$ cat src/rtl/sonar_pkg.sv
// Shared definitions for the sonar scan sequencer: state encodings, position
// sizing and small elaboration-time helpers.
package sonar_pkg;

    localparam int N_POS_DEF = 8;
    localparam int POS_W     = $clog2(N_POS_DEF);

    typedef logic [3:0] state_t;

    localparam state_t ST_INICIAL        = 4'd0;
    localparam state_t ST_PREPARA        = 4'd1;
    localparam state_t ST_POSICIONA      = 4'd2;
    localparam state_t ST_MEDE           = 4'd3;
    localparam state_t ST_AGUARDA_MEDIDA = 4'd4;
    localparam state_t ST_TRANSMITE      = 4'd5;
    localparam state_t ST_AGUARDA_TX     = 4'd6;
    localparam state_t ST_FIM_POSICAO    = 4'd7;

    function automatic int max_int(input int a, input int b);
        return (a > b) ? a : b;
    endfunction

endpackage

$ cat src/rtl/sonar_scan_timer.sv
// Shared cycle counter for the scan sequencer; tc flags count == terminal.
module sonar_scan_timer
    import sonar_pkg::*;
#(
    parameter int WIDTH = 8
) (
    input  logic             clock,
    input  logic             reset,
    input  logic             clear,
    input  logic             enable,
    input  logic [WIDTH-1:0] terminal,
    output logic             tc
);

    logic [WIDTH-1:0] count;

    always_ff @(posedge clock or negedge reset) begin
        if (!reset) begin
            count <= '0;
        end else if (clear) begin
            count <= '0;
        end else if (enable) begin
            count <= count + 1'b1;
        end
    end

    assign tc = (count == terminal);

endmodule

$ cat src/rtl/sonar_scan_controller.sv
// Servo sweep / measure / transmit sequencer for the sonar scanner.
//   state          | meaning
//   INICIAL        | idle, position held
//   PREPARA        | timer cleared, leaving idle or previous position
//   POSICIONA      | servo settling for TIME cycles
//   MEDE           | one-cycle measurement start
//   AGUARDA_MEDIDA | waiting for distance, bounded by TIMEOUT
//   TRANSMITE      | one-cycle serial start
//   AGUARDA_TX     | waiting for frame sent (unbounded)
//   FIM_POSICAO    | end-of-position pulse, sweep advances
module sonar_scan_controller
    import sonar_pkg::*;
#(
    parameter int TIME    = 50_000_000,
    parameter int TIMEOUT = 2_500_000,
    parameter int N_POS   = N_POS_DEF
) (
    input  logic                     clock,
    input  logic                     reset,
    input  logic                     ligar,
    input  logic                     medida_pronto,
    input  logic                     envio_pronto,
    output logic [$clog2(N_POS)-1:0] posicao,
    output logic                     medir,
    output logic                     transmitir,
    output logic                     fim_posicao,
    output logic                     erro_timeout,
    output logic [3:0]               db_estado
);

    localparam int PW = $clog2(N_POS);
    localparam int TW = $clog2(max_int(TIME, TIMEOUT) + 1);
    localparam logic [PW-1:0] POS_MAX = PW'(N_POS - 1);
    // Terminal is one less than the duration because count 0 is the first cycle in the state
    localparam logic [TW-1:0] TC_TIME    = TW'(TIME - 1);
    localparam logic [TW-1:0] TC_TIMEOUT = TW'(TIMEOUT - 1);

    state_t          state;
    state_t          state_next;
    logic            dir_up;
    logic            tc;
    logic            timer_clear;
    logic            timer_en;
    logic [TW-1:0]   terminal;

    always_comb begin
        state_next = state;
        case (state)
            ST_INICIAL:        if (ligar) state_next = ST_PREPARA;
            ST_PREPARA:        state_next = ST_POSICIONA;
            ST_POSICIONA:      if (tc) state_next = ST_MEDE;
            ST_MEDE:           state_next = ST_AGUARDA_MEDIDA;
            ST_AGUARDA_MEDIDA: begin
                if (medida_pronto) state_next = ST_TRANSMITE;
                else if (tc)       state_next = ST_FIM_POSICAO;
            end
            ST_TRANSMITE:      state_next = ST_AGUARDA_TX;
            ST_AGUARDA_TX:     if (envio_pronto) state_next = ST_FIM_POSICAO;
            ST_FIM_POSICAO:    state_next = ligar ? ST_PREPARA : ST_INICIAL;
            default:           state_next = ST_INICIAL;
        endcase
    end

    assign timer_clear = (state_next != state);
    assign timer_en    = (state == ST_POSICIONA) || (state == ST_AGUARDA_MEDIDA);
    assign terminal    = (state == ST_AGUARDA_MEDIDA) ? TC_TIMEOUT : TC_TIME;

    sonar_scan_timer #(
        .WIDTH (TW)
    ) u_timer (
        .clock    (clock),
        .reset    (reset),
        .clear    (timer_clear),
        .enable   (timer_en),
        .terminal (terminal),
        .tc       (tc)
    );

    always_ff @(posedge clock or negedge reset) begin
        if (!reset) begin
            state        <= ST_INICIAL;
            posicao      <= '0;
            dir_up       <= 1'b1;
            erro_timeout <= 1'b0;
        end else begin
            state <= state_next;

            if (state == ST_INICIAL && ligar) begin
                erro_timeout <= 1'b0;
            end else if (state == ST_AGUARDA_MEDIDA && tc && !medida_pronto) begin
                erro_timeout <= 1'b1;
            end

            // Pendulum: turn around at the ends so endpoints are visited once
            if (state == ST_FIM_POSICAO) begin
                if (dir_up) begin
                    if (posicao == POS_MAX) begin
                        posicao <= posicao - 1'b1;
                        dir_up  <= 1'b0;
                    end else begin
                        posicao <= posicao + 1'b1;
                    end
                end else begin
                    if (posicao == '0) begin
                        posicao <= posicao + 1'b1;
                        dir_up  <= 1'b1;
                    end else begin
                        posicao <= posicao - 1'b1;
                    end
                end
            end
        end
    end

    assign medir       = (state == ST_MEDE);
    assign transmitir  = (state == ST_TRANSMITE);
    assign fim_posicao = (state == ST_FIM_POSICAO);
    assign db_estado   = state;

endmodule

$ cat config.mk
export PLATFORM = sky130hd
export DESIGN_NAME = sonar_scan_controller
export DESIGN_NICKNAME = d
export VERILOG_FILES = /design/src/rtl/sonar_pkg.sv /design/src/rtl/sonar_scan_timer.sv /design/src/rtl/sonar_scan_controller.sv
export SDC_FILE = /design/constraint.sdc
export NUM_CORES = 1
export LEC_CHECK = 0
export BUFFER_PORTS_ARGS = -buffer_cell sky130_fd_sc_hd__buf_2
export CAP_MARGIN = 15
export CORE_UTILIZATION = 56
export DETAILED_ROUTE_END_ITERATION = 16
export PLACE_DENSITY = 0.76
export SKIP_LAST_GASP = 1
export SLEW_MARGIN = 10
export SYNTH_ARGS = -nofsm -noshare
export SYNTH_HDL_FRONTEND = slang
export SYNTH_SLANG_ARGS = --single-unit
$ cat constraint.sdc
create_clock -name clock -period 2.27 [get_ports clock]
set_input_delay 0.1135 -clock clock [delete_from_list [all_inputs] [get_ports clock]]
set_output_delay 0.1135 -clock clock [all_outputs]
set_load 0.03 [all_outputs]
# Word-level counts from Yosys, hierarchy flattened
# Index checks and enable logic that the tools add are counted.
# word_totals
regBits,35
in_bits,5
output_inout_bits,11
# classes
add_sub_neg,3
eq_ne,10
n_mux,18
reduce_logical,9
# ops
op,count
2-to-1 mux 26 bit,3
one-hot mux 4 bit (8 select lines),1
"adder 26 x 1 -> 26 bit, second input constant",1
== test 26 bit,1
2-to-1 mux 4 bit,5
"== test 4 x 3 -> 1 bit, second input constant",4
2-to-1 mux 3 bit,3
"== test 4 x 2 -> 1 bit, second input constant",2
2-to-1 mux 1 bit,6
"== test 4 x 1 -> 1 bit, second input constant",1
zero test 4 bit,1
!= test 4 bit,1
nonzero test 2 bit,2
"adder 3 x 1 -> 3 bit, second input constant",1
"== test 3 bit, second input constant",1
logical AND 1 bit,3
zero test 3 bit,1
"subtractor 3 x 1 -> 3 bit, second input constant",1
zero test 1 bit,1
logical OR 1 bit,1

# Longest topological paths before layout
# Gate-level depths: netlist of the first run.
# depth
ltp_word,8
ltp_mapped,8
mapped_depth_nobuf,6

# Modules after synthesis
# From an unflattened synthesis of the first run, not the netlist that was laid out.
# unflattened
hier_cells,243
hier_area_um2,2275.9
# by_module_without_submodules
module,instances,cells_each,area_each_um2,seq_area_each_um2
sonar_scan_timer,1,176,1644.1,650.6
sonar_scan_controller,1,67,631.9,226.5

# Worst setup path before layout of the first run
# OpenSTA, ideal clock, no wires.
# synth_timing
kind,register -> register
startpoint,"register state[3], in the netlist db_estado[3]"
endpoint,register u_timer.count[12]
arrival_time_ns,1.909
setup_slack_ns,0.233
path_stages_with_launch,8
n_path_buf,2
cell_sequence,dfrtp_1 buf_6 or2_2 buf_2 nor4_1 nand4_1 xor2_1 nor2_1
# synth_between
elab_chain_len,8
word_cells_on_any_way,20
# synth_rtl
element,line_no,source
start: declaration,sonar_scan_controller.sv:38,state_t state;
start signal: assignment,sonar_scan_controller.sv:86,state <= state_next;
== test 4 x 3 -> 1 bit,"sonar_scan_controller.sv:48, sonar_scan_controller.sv:65, sonar_scan_controller.sv:66",
2-to-1 mux 26 bit,sonar_scan_controller.sv:66,assign terminal = (state == ST_AGUARDA_MEDIDA) ? TC_TIMEOUT : TC_TIME;
== test 26 bit,sonar_scan_timer.sv:27,assign tc = (count == terminal);
2-to-1 mux 4 bit,sonar_scan_controller.sv:55,else if (tc) state_next = ST_FIM_POSICAO;
2-to-1 mux 4 bit,sonar_scan_controller.sv:54,if (medida_pronto) state_next = ST_TRANSMITE;
one-hot mux 4 bit (8 select lines),sonar_scan_controller.sv:48,case (state)
!= test 4 bit,sonar_scan_controller.sv:64,assign timer_clear = (state_next != state);
2-to-1 mux 26 bit or nonzero test 2 bit (tied branches),n/a,
end signal: assignment,sonar_scan_timer.sv:23,count <= count + 1'b1;
end: declaration,sonar_scan_timer.sv:15,logic [WIDTH-1:0] count;
# Parallel ways exist; a longest one is shown, timed or not.
# A chain may end at the register's enable or synchronous reset.

# Worst setup path after layout of the first run
# layout_timing
startpoint,register u_timer.count[0]
endpoint,register u_timer.count[22]
# layout_between
elab_chain_len,6
word_cells_on_any_way,10
# layout_rtl
element,line_no
== test 26 bit,sonar_scan_timer.sv:27
2-to-1 mux 4 bit,sonar_scan_controller.sv:55
2-to-1 mux 4 bit,sonar_scan_controller.sv:54
one-hot mux 4 bit (8 select lines),sonar_scan_controller.sv:48
!= test 4 bit,sonar_scan_controller.sv:64
2-to-1 mux 26 bit or nonzero test 2 bit (tied branches),n/a
# Parallel ways exist; a longest one is shown, timed or not. The select of a mux whose other input is x is not followed.

==> results of run 1 <==
-- layout make-up --
type	instances	area, um^2	share of cell area
Timing Repair Buffer	24	158	0.0696
Tap cell	46	57.6	0.0254
Sequential cell	35	877	0.387
Clock buffer	8	48.8	0.0215
Multi-Input combinational cell	169	1100	0.485
Inverter	7	26.3	0.0116
-- critical path, delay by kind of cell (launching register included) --
kind            cells  cell delay [ns]
simple gates        4             1.06
fa+ha+maj           1             0.24
compound gates      1             0.14
flops               1             0.42
-- registers in the layout, summed over array words and instances (netlist names) --
signal	flops
dir_up	1
posicao	3
u_timer.count	26
db_estado	4
erro_timeout	1
-- routing by layer --
layer / GRT usage / vias to the layer above / wire [um]
met2: 0.394 / 46 / 1940
met3: 0.0566 / 6 / 216
met5: 0 / - / 0
li1: - / 807 / -
met1: 0.296 / 797 / 1910
met4: 0.0785 / 0 / 53
-- cells in the final DEF (no fill, tap or decap), types with 6 or more instances in the layout --
cell | netlist | routed
nor2_1 | 30 | 30
nand2_1 | 22 | 22
buf_4 | 1 | 7
dfrtp_1 | 34 | 34
nor3_1 | 6 | 6
buf_2 | 2 | 15
nand4_1 | 11 | 11
inv_1 | 7 | 7
nand3_1 | 11 | 11
a21oi_1 | 6 | 6
xor2_1 | 20 | 20
xnor2_1 | 10 | 10
-- where the power goes --
group | total, uW | switching [uW] | internal, uW
Sequential | 648 | 17.3 | 631
Clock | 313 | 190 | 123
Combinational | 127 | 79.1 | 48.1
Total | 1090 | 286 | 803
-- per-stage QoR --
step                hold WS, ns  std cells
global placement          0.219        280
detailed placement        0.228        280
CTS                       0.181        289
floorplan                -0.182        219
global route              0.184        289
finish                    0.176        289
-- synth_stat cells, types with 2 or more instances --
cell / number / share of area
inv_1: 7 / 0.013
or3_1: 3 / 0.0091
nand4b_1: 3 / 0.013
o22ai_1: 2 / 0.0061
ha_1: 5 / 0.030
nor4bb_1: 2 / 0.0098
mux2i_1: 2 / 0.0098
nor3_1: 6 / 0.015
clkbuf_1: 2 / 0.0037
xor2_1: 20 / 0.085
a21oi_1: 6 / 0.015
and3_1: 3 / 0.0091
nor2_1: 30 / 0.055
nor4_1: 3 / 0.0091
buf_2: 2 / 0.0049
dfrtp_1: 34 / 0.41
nand2_1: 22 / 0.040
nand3_1: 11 / 0.027
nor4b_1: 4 / 0.017
o21ai_0: 3 / 0.0073
nand4_1: 11 / 0.034
buf_6: 2 / 0.011
nor2b_1: 3 / 0.0091
nor3b_1: 2 / 0.0073
xnor2_1: 10 / 0.043
-- worst paths after layout --
check	end	slack (ns)	cells past startpoint
min reg2reg	erro_timeout	0.52	2
max reg2reg	u_timer.count[22]	0.33	6
min in group asynchronous	u_timer.count[2]	0.37	2
max in group asynchronous	db_estado[0]	1.41	2
max	u_timer.count[22]	0.33	6
min	erro_timeout	0.18	3
-- logic make-up (layout without fill, tap and decap cells) --
family,count (synthesis),in the layout
adders and majority gates,5,5
and+or+nand+nor,114,114
other,1,1
muxes,3,3
buffers and inverters,15,39
xor gates and xnor gates,30,30
DFF,35,35
AOI/OAI and AO/OA,16,16
==> out/metrics.json, run 1 <==
{
  "setup_repair_after_global_routing_missed_its_margin": "no",
  "ys_seq_elements": 35,
  "worst_path_arrival_time_ns": 2.21,
  "synth_xor_xnor_area_share": 0.128,
  "place_area_um2": 2210,
  "hp-start": "ligar",
  "synth_area_per_cell_um2": 9.37,
  "route.detailed.vias_per_inst": 5.73,
  "power_density_nw_per_um2": 481,
  "crit_type": "register to register",
  "cts_made_buffers": 5,
  "critical_path.max_fanout": 4,
  "worst_hold_path_type": "input port to register",
  "grt_pass1_vias": 1558,
  "data_required_time_of_the_worst_path_ns": 2.54,
  "cts.sink_count": 35,
  "finish.utilization": 0.663,
  "gr-usage-all-layers": 0.235,
  "place_ws_ns": 0.347,
  "post-cts-setup-buffers": 0,
  "synth_nets": 229,
  "report.final.hold_viol_count": 0,
  "max_freq_mhz": 515,
  "post_cts_hold_buffer_count": 1,
  "cpMaxStageDelayCell": "dfrtp_1",
  "clock_insertion_delay_worst_skew_ns": 0.34,
  "synth_seq_area_share": 0.427,
  "total_power_uw": 1090,
  "die_area_um2": 3910,
  "ys.flop_type": "dfrtp_1",
  "floorplan.rows": 21,
  "boundaryPins": 16,
  "clock-skew-final_ns": 0.00680,
  "dr.pass1.iters": 5,
  "detailed_route_wire_length_per_cell_um": 14.3,
  "max_rail_drop_vdd_mv": 0.335,
  "postCtsResizedCells": 0,
  "final.period_utilization": 0.855,
  "netlist_area_um2": 2050,
  "detailed_route_wl_mm": 4.12,
  "grt_overflow": 0,
  "cts_root_buf": "clkbuf_4",
  "drt-initial-drc-count": 110,
  "dieWidth_um": 62.5,
  "htree_num_levels": 2,
  "worst_slew_margin_rel": 0.497,
  "route.antenna.remaining_nets": 0,
  "finalWeightedCongestion": 0.844,
  "finalSetupViolations": 0,
  "area.growth.synth_to_final_pct": 10.4,
  "number_of_nets_in_the_final_layout": 252,
  "post-route-cell-area_um2": 2260,
  "worst_setup_path_startpoint": "u_timer.count[0]",
  "max-clock-path-buffers": 2,
  "route.vias.total": 1656,
  "simple_logic_cell_fraction_of_the_synthesized_area": 0.308,
  "status": "finished clean",
  "synth-compound-area-share": 0.0512,
  "critical-path-max-stage-delay_ns": 0.42,
  "worstMarginPinSlew_ns": 0.754,
  "cap_violations": 0,
  "setup_total_negative_slack_ns": 0,
  "n_fill_cell": 288,
  "detailedPlacementHpwl_mm": 2.95,
  "yosysWarningCount": 0,
  "antenna_cells": 0,
  "drive_above_1_share": 0.148,
  "cellLeakagePower_uw": 0.000940,
  "crit_path_end_kind": "register",
  "timing.critical_path.cells": "ha_1 -> or3b_1 -> nor4_2 -> nand2_1 -> or3_1 -> a21oi_1",
  "synth-async-reset-ratio": 1.00,
  "core_um2": 3420,
  "number_of_enable_flip_flop_cells_after_synthesis": 0,
  "post_synth_fa_ha_maj_area_fraction": 0.0305,
  "port-buffer-count": 15,
  "grt_antenna_before_repair": 0,
  "postSynthCellCount": 219,
  "path_clk_slew_ns": 0.09,
  "first_pass_grt_wire_length_mm": 7.13,
  "synth.distinct_cells": 46,
  "route.detailed.drc": 0,
  "grt_max_degree": 36,
  "clock_tree_from_tritoncts": "done",
  "timing.final.crit_period_ns": 1.94,
  "setup_ws_ns": 0.329,
  "final-max-slew-violation-count": 0,
  "synth_mux_area_frac": 0.0152,
  "r2r-start": "u_timer.count[0]",
  "dominant_combinational_cell_family_by_area_after_synthesis": "simple AND/OR/NAND/NOR gates",
  "startpoint_type": "register",
  "initial_core_utilization": 0.601,
  "die-height_um": 62.5
}
No activity file was read; power rests on OpenSTA's default activity.
==> run 2: changes to the inputs <==
PLACE_DENSITY = 0.79   (was 0.76)
==> out/metrics.json, run 2 (synthesized netlist as in run 1, its figures left out) <==
{
  "status": "finished clean",
  "power.combinational.fraction": 0.109,
  "grt_antenna_before_repair": 0,
  "multiInputGateArea_um2": 1100,
  "n_fill_cell": 281,
  "cap_violations": 0,
  "net-switching-power_uw": 311,
  "worst_setup_path_startpoint": "u_timer.count[7]",
  "clock_insertion_delay_worst_skew_ns": 0.35,
  "route.antenna.remaining_nets": 0,
  "worst_hold_path_type": "input port to register",
  "max_rail_drop_vdd_mv": 0.507,
  "critical_path.max_fanout": 19,
  "timing.final.crit_period_ns": 1.98,
  "route.vias.total": 1667,
  "report.final.hold_viol_count": 0,
  "largest_reg_flops": 26,
  "finalSetupViolations": 0,
  "grt_max_degree": 36,
  "cts.sink_count": 35,
  "path_clk_slew_ns": 0.11,
  "crit_path_end_kind": "register",
  "critical_path_depth": 6,
  "cellLeakagePower_uw": 0.000968,
  "clock-skew-final_ns": 0.0120,
  "setup_repair_after_global_routing_missed_its_margin": "no",
  "regMostFlops": "u_timer.count",
  "power_density_nw_per_um2": 543,
  "detailed_route_wl_mm": 4.19,
  "gr-usage-all-layers": 0.243,
  "cts_root_buf": "clkbuf_4",
  "postCtsResizedCells": 0,
  "mostFrequentLayoutCells": "34 x dfrtp_1, 30 x nor2_1, 22 x nand2_1, 20 x xor2_1, 15 x buf_2",
  "grt_overflow": 0,
  "final-max-slew-violation-count": 0,
  "timing.critical_path.cells": "nand4bb_1 -> or4_1 -> mux2_2 -> o21bai_4 -> buf_12 -> nor2b_1",
  "critical-path-max-stage-delay_ns": 0.50,
  "finalWeightedCongestion": 0.858,
  "worst_r2r_path_depth": 6,
  "port-buffer-count": 15,
  "detailed_route_wire_length_per_cell_um": 14.5,
  "boundaryPins": 16,
  "data_required_time_of_the_worst_path_ns": 2.51,
  "final-instance-count-excl-fill": 290,
  "cts_made_buffers": 5,
  "drive_above_1_share": 0.164,
  "max-clock-path-buffers": 2,
  "internal_portion_of_total_power_uw": 943,
  "core_um2": 3420,
  "final_common_cell": "dfrtp_1",
  "number_of_nets_in_the_final_layout": 253,
  "crit_type": "register to register",
  "max_freq_mhz": 505,
  "area.growth.synth_to_final_pct": 12.6,
  "clock_tree_from_tritoncts": "done",
  "detailedPlacementHpwl_mm": 3.01,
  "worstMarginPinSlew_ns": 0.756,
  "hp-start": "ligar",
  "initial_core_utilization": 0.601,
  "die_area_um2": 3910,
  "worst_path_arrival_time_ns": 2.22,
  "die-height_um": 62.5,
  "htree_num_levels": 2,
  "floorplan.rows": 21,
  "drt-initial-drc-count": 96,
  "final.period_utilization": 0.873,
  "worst_slew_margin_rel": 0.496,
  "setup_total_negative_slack_ns": 0,
  "dieWidth_um": 62.5,
  "startpoint_type": "register",
  "whs_path_depth": 3,
  "grt_pass1_vias": 1674,
  "dr.pass1.iters": 4,
  "placed_cells_incl_taps": 281,
  "route.detailed.vias_per_inst": 5.75,
  "first_pass_grt_wire_length_mm": 7.49,
  "cpMaxStageDelayCell": "or4_1",
  "critical_path.n_buffers_inverters": 1,
  "switching_share": 0.248,
  "r2r-start": "u_timer.count[7]",
  "path_delay_family": "simple AND/OR/NAND/NOR gates",
  "area.sequential_um2": 877,
  "route.detailed.drc": 0,
  "power_share_of_the_clock_group": 0.377,
  "antenna_cells": 0,
  "pwr-share-seq": 0.515
}
## run 2: cell count changes in the layout (fill, tap and decap cells not counted), sizes merged
cell	previous run	this run
buf	23	24
clkbuf	8	6
bufinv	0	1
clkinv	0	1
## run 2: area by class of cell
class                           instances  area share
Multi-Input combinational cell        169       0.475
Clock inverter                          2      0.0152
Tap cell                               46      0.0249
Timing Repair Buffer                   25      0.0715
Clock buffer                            6      0.0222
Inverter                                7      0.0114
Sequential cell                        35       0.380
## run 2: path summary, 6_finish.rpt
| check | slack, ns | endpoint |
|---|---|---|
| setup / recovery | 0.29 | u_timer.count[23] |
| hold / removal | 0.17 | erro_timeout |
| setup reg to reg | 0.29 | u_timer.count[23] |
| max in group asynchronous | 1.43 | u_timer.count[0] |
| min in group asynchronous | 0.35 | db_estado[3] |
| hold reg to reg | 0.53 | posicao[0] |
## run 2: worst reg2reg max path, cell delays in order, from the launching register on
cell	delay, ns
dfrtp_1	0.46
nand4bb_1	0.20
or4_1	0.50
mux2_2	0.32
o21bai_4	0.16
buf_12	0.16
nor2b_1	0.06
## run 2: layer usage
layer	global-route usage	wire [um]	vias to the layer above
met2	0.368	1870	54
met1	0.329	2050	797
met5	0	0	-
li1	-	-	806
met4	0.113	82	0
met3	0.0584	196	10
## run 2: stage by stage
| stage | hold slack [ns] | area, um^2 | total power, uW | utilization | setup WS, ns |
|---|---|---|---|---|---|
| after floorplan | -0.182 | 2050 | 743 | - | 0.233 |
| after CTS | 0.167 | 2310 | 1260 | 0.676 | 0.313 |
| after global routing | 0.182 | 2310 | 1300 | 0.676 | 0.218 |
| after global placement | 0.221 | 2210 | 791 | 0.648 | 0.341 |
| final | 0.172 | 2310 | 1250 | 0.676 | 0.289 |
| after detailed placement | 0.225 | 2210 | 792 | 0.648 | 0.321 |
## run 2: what timing repair did
item                       CTS  global route
setup endpoints to repair    0             0
hold endpoints to repair    34             0
hold buffers                 1             0
buffers inserted             0             0
## run 2: power groups by stage
stage	combinational, uW	sequential, uW	clock (uW)
6_report	136	645	473
5_1_grt	149	647	502
4_1_cts	137	645	480
3_5_place_dp	135	657	0
3_3_place_gp	134	657	0
2_1_floorplan	78.3	665	0
==> run 3: changes to the inputs <==
ABC_AREA = 1   (was default)
CORE_UTILIZATION = 53   (was 56)
PLACE_DENSITY = 0.75   (was 0.79)
==> out/metrics.json, run 3 <==
{
  "first_pass_grt_wire_length_mm": 7.09,
  "route.detailed.vias_per_inst": 5.20,
  "gr-usage-all-layers": 0.214,
  "crit_path_end_kind": "register",
  "detailed_route_wire_length_per_cell_um": 12.7,
  "power_density_nw_per_um2": 507,
  "route.vias.total": 1804,
  "floorplan.rows": 23,
  "port-buffer-count": 15,
  "netlist_area_um2": 2220,
  "critical_path.max_fanout": 26,
  "setup_total_negative_slack_ns": 0,
  "die-height_um": 66.7,
  "critical_path.n_buffers_inverters": 2,
  "rr_endpoint": "u_timer.count[7]",
  "synth_area_per_cell_um2": 8.00,
  "ys_seq_elements": 35,
  "startpoint_type": "register",
  "detailedPlacementHpwl_mm": 3.27,
  "number_of_nets_in_the_final_layout": 306,
  "whs_endpoint": "db_estado[0]",
  "setup_repair_after_global_routing_missed_its_margin": "no",
  "drive_above_1_share": 0.172,
  "initial_core_utilization": 0.554,
  "data_required_time_of_the_worst_path_ns": 2.47,
  "net-switching-power_uw": 338,
  "area.growth.synth_to_final_pct": 8.75,
  "place_area_um2": 2320,
  "internal_portion_of_total_power_uw": 885,
  "core_um2": 4000,
  "max_freq_mhz": 496,
  "power_share_of_the_clock_group": 0.354,
  "pwr-share-seq": 0.529,
  "timing.critical_path.cells": "inv_2 -> nand2_4 -> nor2_8 -> nor2_8 -> inv_2 -> nand2_2 -> nand4_4 -> nor2_1",
  "synth_top_cell_by_area": "dfrtp_1",
  "worst_r2r_path_depth": 8,
  "max_rail_drop_vdd_mv": 0.437,
  "crit_type": "register to register",
  "ys.flop_type": "dfrtp_1",
  "path_clk_slew_ns": 0.07,
  "yosysWarningCount": 0,
  "cellLeakagePower_uw": 0.00112,
  "timing.final.crit_period_ns": 2.01,
  "largest_reg_flops": 26,
  "grt_antenna_before_repair": 0,
  "commonest_cells_post_synth": "48 x nor2_1, 41 x nand2_1, 34 x dfrtp_1, 34 x inv_1, 25 x nand3_1",
  "cts.sink_count": 35,
  "grt_overflow": 0,
  "antenna_cells": 0,
  "cpMaxStageDelayCell": "dfrtp_1",
  "final_common_cell": "nor2_1",
  "critical-path-max-stage-delay_ns": 0.52,
  "worst_path_arrival_time_ns": 2.22,
  "dr.pass1.iters": 4,
  "boundaryPins": 16,
  "switching_share": 0.276,
  "final.period_utilization": 0.888,
  "die_area_um2": 4450,
  "whs_path_depth": 3,
  "cap_violations": 0,
  "post-route-cell-area_um2": 2410,
  "r2r-start": "db_estado[0]",
  "clock_tree_from_tritoncts": "done",
  "finalWeightedCongestion": 0.896,
  "drt-initial-drc-count": 77,
  "worstMarginPinSlew_ns": 0.735,
  "synth_seq_area_share": 0.396,
  "worst_hold_path_type": "input port to register",
  "regMostFlops": "u_timer.count",
  "worst_slew_margin_rel": 0.510,
  "path_delay_family": "simple AND/OR/NAND/NOR gates",
  "detailed_route_wl_mm": 4.40,
  "dieWidth_um": 66.7,
  "hp-start": "medida_pronto",
  "synth.distinct_cells": 33,
  "most_common_cell_in_the_netlist": "nor2_1",
  "synth_top_area_share": 0.384,
  "grt_pass1_vias": 1584,
  "htree_num_levels": 2,
  "number_of_enable_flip_flop_cells_after_synthesis": 0,
  "report.final.hold_viol_count": 0,
  "synth_nets": 287,
  "route.detailed.drc": 0,
  "max-clock-path-buffers": 2,
  "final-max-slew-violation-count": 0,
  "finalSetupViolations": 0,
  "postSynthCellCount": 277,
  "clock_insertion_delay_worst_skew_ns": 0.29,
  "reg2reg_setup_slack_ns": 0.26,
  "clock-skew-final_ns": 0.00269,
  "cts_root_buf": "clkbuf_8",
  "cts_made_buffers": 5,
  "status": "finished clean",
  "synth_top_cells_by_area": "dfrtp_1 38%, nor2_1 8.1%, xor2_1 7.9%, nand2_1 6.9%, inv_1 5.8%",
  "mostFrequentLayoutCells": "48 x nor2_1, 41 x nand2_1, 34 x inv_1, 34 x dfrtp_1, 25 x nand3_1",
  "synth-async-reset-ratio": 1.00,
  "route.antenna.remaining_nets": 0,
  "power.combinational.fraction": 0.117,
  "grt_max_degree": 36
}
## run 3: area by class of cell
type	instances	area [um^2]
fillers	352	1590
multi-input cells	201	1170
flip-flops and latches	35	877
inverters	37	139
repair buffers	16	85.1
clock buffers	7	76.3
well taps	50	62.6
clock inverters	1	5.00
## run 3: power groups by stage
stage	clock network [uW]	registers (uW)	logic, uW
after detailed placement	0	658	143
after floorplan	0	671	98.4
after CTS	441	647	144
after global routing	462	648	157
after global placement	0	657	140
final	433	647	143
## run 3: layer usage
metal,share of wire,track usage
met5,0,0
met4,0.014,0.0798
met1,0.49,0.290
met3,0.038,0.0514
met2,0.46,0.330
## run 3: how the worst max path moves through the flow
| stage | from | endpoint | slack [ns] | depth (start not counted) |
|---|---|---|---|---|
| after detailed placement | db_estado[0] | u_timer.count[7] | 0.26 | 8 |
| after global placement | u_timer.count[0] | u_timer.count[25] | 0.29 | 10 |
| final | db_estado[0] | u_timer.count[7] | 0.26 | 8 |
| after CTS | u_timer.count[0] | u_timer.count[25] | 0.25 | 10 |
| after global routing | u_timer.count[0] | u_timer.count[25] | 0.04 | 10 |
| after floorplan | db_estado[3] | u_timer.count[11] | 0.51 | 9 |
## run 3: cell families (layout without fill, tap and decap cells)
family                   count (synthesis)  in the layout  synth area share
AND/OR/NAND/NOR                        159            159             0.368
buffers and inverters                   41             61            0.0784
flip-flops                              35             35             0.396
XOR/XNOR                                23             23            0.0909
AO/OA/AOI/OAI                           12             12            0.0327
adder cells (fa/ha/maj)                  5              5            0.0282
other                                    1              1           0.00169
multiplexers                             1              1           0.00451
## run 3: timing repair
item	CTS	global route
endpoints found under the hold margin	34	0
setup buffers	0	0
gates resized for setup	0	0
hold buffers	1	0
## run 3: metrics by stage
step / cells / setup slack [ns] / hold WS (ns) / util / total power, uW
floorplan: 277 / 0.508 / -0.182 / - / 770
global placement: 338 / 0.295 / 0.210 / 0.580 / 797
detailed placement: 338 / 0.257 / 0.214 / 0.580 / 801
CTS: 347 / 0.253 / 0.126 / 0.603 / 1230
global route: 347 / 0.0430 / 0.134 / 0.603 / 1270
finish: 347 / 0.255 / 0.124 / 0.603 / 1220
## run 3: worst reg2reg max path, delay by kind of cell (launching register included)
| kind | cells | cell delay (ns) |
|---|---|---|
| buf+inv | 2 | 0.31 |
| flops | 1 | 0.52 |
| simple gates | 6 | 1.11 |
